### config.mk
export PLATFORM = sky130hd
export DESIGN_NAME = runner_motion_flat
export DESIGN_NICKNAME = d
export VERILOG_FILES = /design/src/rtl/runner_pkg.sv /design/src/rtl/runner_motion_if.sv /design/src/rtl/runner_edge_latch.sv /design/src/rtl/runner_motion.sv /design/src/flat_wrapper.sv
export SDC_FILE = /design/constraint.sdc
export NUM_CORES = 1
export LEC_CHECK = 0
export CORE_MARGIN = 2
export CORE_UTILIZATION = 30
export CTS_CLUSTER_SIZE = 14
export DETAILED_ROUTE_END_ITERATION = 8
export GPL_TIMING_DRIVEN = 1
export PLACE_DENSITY = 0.52
export SLEW_MARGIN = 20
export SYNTH_ARGS = -nofsm -noshare
export SYNTH_HDL_FRONTEND = slang
export SYNTH_SLANG_ARGS = --single-unit
### constraint.sdc
create_clock -name Clk50 -period 4.81 [get_ports Clk50]
set_input_delay 1.2025 -clock Clk50 [delete_from_list [all_inputs] [get_ports Clk50]]
set_output_delay 1.2025 -clock Clk50 [all_outputs]
set_load 0.1 [all_outputs]
### src/rtl/runner_pkg.sv
// runner_pkg: shared types and default physics constants for the runner motion block.
// Optional feature macro: RUNNER_DOUBLE_JUMP_EN (consumed in runner_motion.sv).
package runner_pkg;

  typedef enum logic [1:0] {
    ST_GROUND = 2'd0,
    ST_RISE   = 2'd1,
    ST_FALL   = 2'd2,
    ST_DEAD   = 2'd3
  } runner_state_t;

  localparam logic [1:0] GS_START = 2'b00;
  localparam logic [1:0] GS_PLAY  = 2'b01;
  localparam logic [1:0] GS_OVER  = 2'b10;

  localparam int RUNNER_X_DEF = 40;
  localparam int GROUND_Y_DEF = 300;
  localparam int JUMP_V_DEF   = 20;
  localparam int GRAVITY_DEF  = 1;

  // Signed 8-bit velocity add that sticks at the rails instead of wrapping.
  function automatic logic signed [7:0] vel_add(input logic signed [7:0] v,
                                                input logic signed [7:0] g);
    logic signed [8:0] s;
    s = {v[7], v} + {g[7], g};
    if (s > 9'sd127)
      return 8'sd127;
    else if (s < -9'sd128)
      return -8'sd128;
    else
      return s[7:0];
  endfunction

endpackage

### src/rtl/runner_motion_if.sv
// runner_motion_if: per-frame control inputs and position/status outputs of the runner.
interface runner_motion_if;
  logic              frame_tick;
  logic [1:0]        Game_State;
  logic              jump_key;
  logic              collision;
  logic [9:0]        PosX;
  logic [9:0]        PosY;
  logic signed [7:0] VelY;
  logic              airborne;
  logic              Dead;

  modport master (
    output frame_tick, Game_State, jump_key, collision,
    input  PosX, PosY, VelY, airborne, Dead
  );

  modport slave (
    input  frame_tick, Game_State, jump_key, collision,
    output PosX, PosY, VelY, airborne, Dead
  );
endinterface

### src/rtl/runner_edge_latch.sv
// runner_edge_latch: rising-edge detector on jump_key with a sticky request bit
// that survives until the next frame_tick, so sub-frame presses are never lost.
module runner_edge_latch (
  input  logic Clk50,
  input  logic Reset_n,
  input  logic jump_key,
  input  logic frame_tick,
  output logic jump_req
);

  logic key_q;
  logic key_rise;

  assign key_rise = jump_key & ~key_q;

  // Track the previous key level and hold a request until the frame consumes it.
  // NOTE: sequential state uses non-blocking assignments so every register samples pre-edge values.
  always_ff @(posedge Clk50) begin
    // NOTE: reset is synchronous -- it is only seen on a clock edge, never as an async clear.
    if (!Reset_n) begin
      key_q    <= 1'b0;
      jump_req <= 1'b0;
    end else begin
      key_q    <= jump_key;
      // A press landing on the tick cycle itself is kept for the following frame.
      jump_req <= key_rise | (jump_req & ~frame_tick);
    end
  end

endmodule

### src/rtl/runner_motion.sv
// runner_motion: per-frame runner physics (ground run, jump arc, freeze on death).
// Optional feature: define RUNNER_DOUBLE_JUMP_EN to allow one extra jump per airtime.
module runner_motion
  import runner_pkg::*;
#(
  parameter int RUNNER_X = RUNNER_X_DEF,
  parameter int GROUND_Y = GROUND_Y_DEF,
  parameter int JUMP_V   = JUMP_V_DEF,
  parameter int GRAVITY  = GRAVITY_DEF
) (
  input  logic            Clk50,
  input  logic            Reset_n,
  runner_motion_if.slave  bus
);

`ifdef RUNNER_DOUBLE_JUMP_EN
  localparam bit AIR_JUMP = 1'b1;
`else
  localparam bit AIR_JUMP = 1'b0;
`endif

  localparam logic [9:0]        GROUND_Y_U = 10'(GROUND_Y);
  localparam logic signed [10:0] GROUND_Y_S = 11'(GROUND_Y);
  localparam logic [9:0]        LAUNCH_Y   = 10'(GROUND_Y - JUMP_V);
  localparam logic signed [7:0] LAUNCH_V   = 8'(GRAVITY - JUMP_V);
  localparam logic signed [7:0] AIR_V      = 8'(-JUMP_V);
  localparam logic signed [7:0] GRAV_V     = 8'(GRAVITY);

  runner_state_t     state;
  logic [9:0]        pos_y;
  logic signed [7:0] vel_y;
  logic              air_q;
  logic              dead_q;
  logic              air_used;
  logic              jump_req;
  logic              gs_start;
  logic signed [10:0] pos_sum;
  logic signed [7:0]  vel_next;

  runner_edge_latch u_edge (
    .Clk50      (Clk50),
    .Reset_n    (Reset_n),
    .jump_key   (bus.jump_key),
    .frame_tick (bus.frame_tick),
    .jump_req   (jump_req)
  );

  // Game_State 11 is an alias of start.
  assign gs_start = (bus.Game_State == GS_START) || (bus.Game_State == 2'b11);

  // Candidate airborne position and velocity for this frame.
  // NOTE: every always_comb output gets a default first so no latch can be inferred.
  always_comb begin
    pos_sum  = '0;
    vel_next = vel_y;
    pos_sum  = $signed({1'b0, pos_y}) + {{3{vel_y[7]}}, vel_y};
    vel_next = vel_add(vel_y, GRAV_V);
  end

  // Runner FSM: restart/death priority, then per-frame physics.
  always_ff @(posedge Clk50) begin
    if (!Reset_n || gs_start) begin
      state    <= ST_GROUND;
      pos_y    <= GROUND_Y_U;
      vel_y    <= '0;
      air_q    <= 1'b0;
      dead_q   <= 1'b0;
      air_used <= 1'b0;
    end else if (state == ST_DEAD) begin
      // Frozen until restart.
    end else if (bus.Game_State == GS_OVER || bus.collision) begin
      // Here Game_State is PLAY or OVER; collision beats a coincident tick.
      state  <= ST_DEAD;
      dead_q <= 1'b1;
    end else if (bus.frame_tick) begin
      case (state)
        ST_GROUND: begin
          if (jump_req) begin
            pos_y <= LAUNCH_Y;
            vel_y <= LAUNCH_V;
            air_q <= 1'b1;
            state <= ST_RISE;
          end
        end
        default: begin
          if (AIR_JUMP && jump_req && !air_used) begin
            vel_y    <= AIR_V;
            air_used <= 1'b1;
            state    <= ST_RISE;
          end else if (pos_sum >= GROUND_Y_S) begin
            pos_y    <= GROUND_Y_U;
            vel_y    <= '0;
            air_q    <= 1'b0;
            air_used <= 1'b0;
            state    <= ST_GROUND;
          end else begin
            pos_y <= pos_sum[10] ? 10'd0 : pos_sum[9:0];
            vel_y <= vel_next;
            state <= vel_next[7] ? ST_RISE : ST_FALL;
          end
        end
      endcase
    end
  end

  assign bus.PosX     = 10'(RUNNER_X);
  assign bus.PosY     = pos_y;
  assign bus.VelY     = vel_y;
  assign bus.airborne = air_q;
  assign bus.Dead     = dead_q;

endmodule

### src/flat_wrapper.sv
// flat-port wrapper written by rule: the top's interface ports become plain ports
module runner_motion_flat import runner_pkg::*;
#(
  parameter int RUNNER_X = RUNNER_X_DEF,
  parameter int GROUND_Y = GROUND_Y_DEF,
  parameter int JUMP_V   = JUMP_V_DEF,
  parameter int GRAVITY  = GRAVITY_DEF
)
  (Clk50, Reset_n, bus_frame_tick, bus_Game_State, bus_jump_key, bus_collision, bus_PosX, bus_PosY, bus_VelY, bus_airborne, bus_Dead);
  runner_motion_if bus_i ();
  input  logic Clk50;
  input  logic Reset_n;
  input wire logic [$bits(bus_i.frame_tick)-1:0] bus_frame_tick;
  input wire logic [$bits(bus_i.Game_State)-1:0] bus_Game_State;
  input wire logic [$bits(bus_i.jump_key)-1:0] bus_jump_key;
  input wire logic [$bits(bus_i.collision)-1:0] bus_collision;
  output wire logic [$bits(bus_i.PosX)-1:0] bus_PosX;
  output wire logic [$bits(bus_i.PosY)-1:0] bus_PosY;
  output wire logic [$bits(bus_i.VelY)-1:0] bus_VelY;
  output wire logic [$bits(bus_i.airborne)-1:0] bus_airborne;
  output wire logic [$bits(bus_i.Dead)-1:0] bus_Dead;
  assign bus_i.frame_tick = bus_frame_tick;
  assign bus_i.Game_State = bus_Game_State;
  assign bus_i.jump_key = bus_jump_key;
  assign bus_i.collision = bus_collision;
  assign bus_PosX = bus_i.PosX;
  assign bus_PosY = bus_i.PosY;
  assign bus_VelY = bus_i.VelY;
  assign bus_airborne = bus_i.airborne;
  assign bus_Dead = bus_i.Dead;
  runner_motion #(.RUNNER_X(RUNNER_X), .GROUND_Y(GROUND_Y), .JUMP_V(JUMP_V), .GRAVITY(GRAVITY)) u_core (.Clk50(Clk50), .Reset_n(Reset_n), .bus(bus_i));
endmodule
==> impl_metrics.yaml <==
routing:
  top_layer: "met4"
  drt-vias-per-instance: 5.37
  dr_wl_met2_um: 2280
  wire_per_inst_um: 15.1
  drc_errors: 0
  routed_wl_um: 5110
  wl_met1_um: 2600
  postRouteAntennaNets: 0
  first_iter_violations: 50
  wl_met3_um: 185
  first_pass_iters: 4
  vias: 1819
worst_setup_path:
  critPathTopFamily: "buffers and inverters"
  criticalPathCategory: "flop to output pin"
  critical_path.endpoint: "bus_VelY[7]"
  endpoint_kind: "output pin"
  rrSetupSlack_ns: 1.69
  regToRegStartpoint: "u_core.bus.VelY[0]"
  cpMaxStageDelayCell: "clkdlybuf4s50_1"
  worstPathMaxFanout: 13
  worstRegToRegCells: 10
  arrival_ns: 2.17
  worst-path-stages: 1
  required_ns: 3.61
  crit_path_max_incr_delay_ns: 1.24
  regToRegEndpoint: "u_core.state[1]"
  crit_chain: "clkdlybuf4s50_1"
  crit_buf_inv: 1
  startpoint_type: "flop"
  worstSetupStartpoint: "u_core.bus.VelY[7]"
placed_design:
  routabilityCongestion: 0.736
  dpl.hpwl_um: 4020
  pre_cts_ws_ns: 1.25
  port_buffers: 26
  dp.cells: 336
timing:
  period_minus_slack_ns: 3.37
  maxSlewHeadroom_pct: 35.3
  rsz0062_at_grt: "false"
  final-setup-viol-count: 0
  post-route-period-util_pct: 70.1
  fin_ws_ns: 1.44
  report.final.slew_viol_count: 0
  tightest_slew_ns: 0.967
  worst_hold_slack_ns: 0.490
  hold_viol: 0
  fmax_mhz: 297
  clock_skew_ns: 0.00163
  setup-tns-final_ns: 0
synth:
  synth_flop_cell: "dfxtp_1"
  ys_ff_latch: 24
  syn_area_mm2: 0.00195
  synth_top_area_share_pct: 24.7
  ys_types: 64
  synth.area.top_cells: "dfxtp_1 (25%), ha_1 (8.3%), o21ai_0 (4.4%)"
  synth_edf_count: 0
  postSynthCellCount: 239
  yosys_warnings: 0
  yosysSeqAreaShare_pct: 24.7
  synth_top_area_cell: "dfxtp_1"
  synthArstFlopShare_pct: 0
  synth_area_per_cell_um2: 8.15
power:
  intPower_w: 0.000299
  switching_share_pct: 36.9
  clockPowerShare_pct: 24.7
  combinationalPowerShare_pct: 30.5
  power.leakage_nw: 0.851
  p_switching_w: 0.000175
  cellPowerDensity_mw_per_mm2: 207
  ir_worst_vdd_mv: 0.110
  seq_power_share_pct: 44.9
cts:
  cts-root-buf: "clkbuf_8"
  cts_sinks: 24
  cts_buffers: 3
  ctsResizeCount: 0
  h-tree-depth: 1
  cts_tree: "built"
  clk_pin_slew_worst_paths_ns: 0.08
  cts_hold_buffers: 0
  post_cts_buffers: 0
  clk_latency_ns: 0.26
  cts.path.max_buffers: 2
global_route:
  grt_remaining_overflow: 0
  grt_usage_pct: 14.4
  antenna_found_initial: 0
  first_global_vias: 1662
  grt_max_degree: 14
  grt_pass1_wl_um: 8420
min_path:
  min_path_type: "flop to flop"
  hp-start: "u_core.bus.Dead"
floorplanning:
  die_w_um: 84.6
  core_mm2: 0.00631
  die_h_um: 84.6
  num_rows: 29
  start_util_pct: 30.9
  die-area_mm2: 0.00715
  io_pins: 37
cells_and_area:
  final_nets: 285
  num-fill-cells: 691
  finalNonFillerCells: 339
  area_growth_pct: 17.7
  antenna_cells: 0
  drive_gt1_share_pct: 8.78
run_status:
  status: "completed"
flow_run:
  maxCapViolations: 0
==> routing by layer <==
layer,track usage [%],up-vias
li1,-,923
met1,21.6,850
met2,21.9,41
met3,1.47,5
met4,3.90,0
met5,0,-
==> worst min path at each step <==
stage          cells past startpoint  slack [ns]                     end
5_1_grt                            2        0.53         u_core.bus.Dead
4_1_cts                            2        0.50         u_core.bus.Dead
6_report                           2        0.49         u_core.bus.Dead
3_5_place_dp                       2        0.48         u_core.bus.Dead
2_1_floorplan                      2        0.50  u_core.u_edge.jump_req
3_3_place_gp                       2        0.47         u_core.bus.Dead
==> sequential cells by signal, indices dropped and copies added (netlist names) <==
name / cells
u_core.bus.airborne: 1
u_core.u_edge.jump_req: 1
u_core.bus.VelY: 8
u_core.bus.Dead: 1
u_core.u_edge.key_q: 1
u_core.state: 2
u_core.bus.PosY: 10
==> layout by cell type, fill, tap and decap left out, types with 4 or more instances in the layout <==
cell type,synthesis,layout
a21oi_1,14,14
and2_1,4,4
and3_1,6,6
clkdlybuf4s50_1,0,26
conb_1,2,10
dfxtp_1,24,24
ha_1,13,13
inv_1,9,9
nand2_1,15,15
nand3_1,12,12
nor2_1,16,16
nor2b_1,4,4
nor3_1,5,5
o211ai_1,5,5
o21ai_0,17,17
or2_2,4,4
xnor2_1,6,6
==> per-stage QoR <==
step | utilization, % | power, W | area (um2)
after detailed placement | 35.7 | 0.000362 | 2250
final | 36.3 | 0.000474 | 2290
after CTS | 36.3 | 0.000479 | 2290
after floorplan | - | 0.000338 | 1980
after global placement | 35.7 | 0.000362 | 2250
after global routing | 36.3 | 0.000501 | 2290
==> tightest hold or removal path, cell delays in order, from the launching register on <==
cell and delay [ns]:
dfxtp_1 0.34, nor2_1 0.05, nor2_1 0.07
==> area by class of cell <==
type | count | area (um2) | area share, %
multi-input combinational | 198 | 1370 | 59.6
timing repair buffer | 28 | 275 | 12.0
sequential | 24 | 480 | 20.9
tap | 77 | 96.3 | 4.20
inverter | 9 | 33.8 | 1.47
clock buffer | 3 | 41.3 | 1.80
==> cells by family (layout without fill, tap and decap cells) <==
kind of cell	Yosys count	after routing	share of synthesized area (%)
flip-flops	24	24	24.7
other	2	10	0.386
adder cells (fa/ha/maj)	14	14	9.38
buffers and inverters	25	40	6.74
multiplexers	1	1	0.514
XOR/XNOR	6	6	2.70
AO/OA/AOI/OAI	77	77	29.8
AND/OR/NAND/NOR	90	90	25.8
==> power groups by stage <==
stage	Clock (W)	Sequential [W]	Combinational, W
4_1_cts	0.000122	0.000212	0.000145
3_3_place_gp	0	0.000217	0.000144
3_5_place_dp	0	0.000217	0.000144
6_report	0.000117	0.000213	0.000144
5_1_grt	0.000133	0.000214	0.000155
2_1_floorplan	0	0.000235	0.000103
==> cell usage after synthesis (4+ instances only) <==
master and instances:
a21oi_1 14, and2_1 4, and3_1 6, buf_4 10, clkbuf_1 5, dfxtp_1 24
ha_1 13, inv_1 9, nand2_1 15, nand3_1 12, nor2_1 16, nor2b_1 4
nor3_1 5, o211ai_1 5, o21ai_0 17, or2_2 4, xnor2_1 6
(Power assumes the default switching activity.)
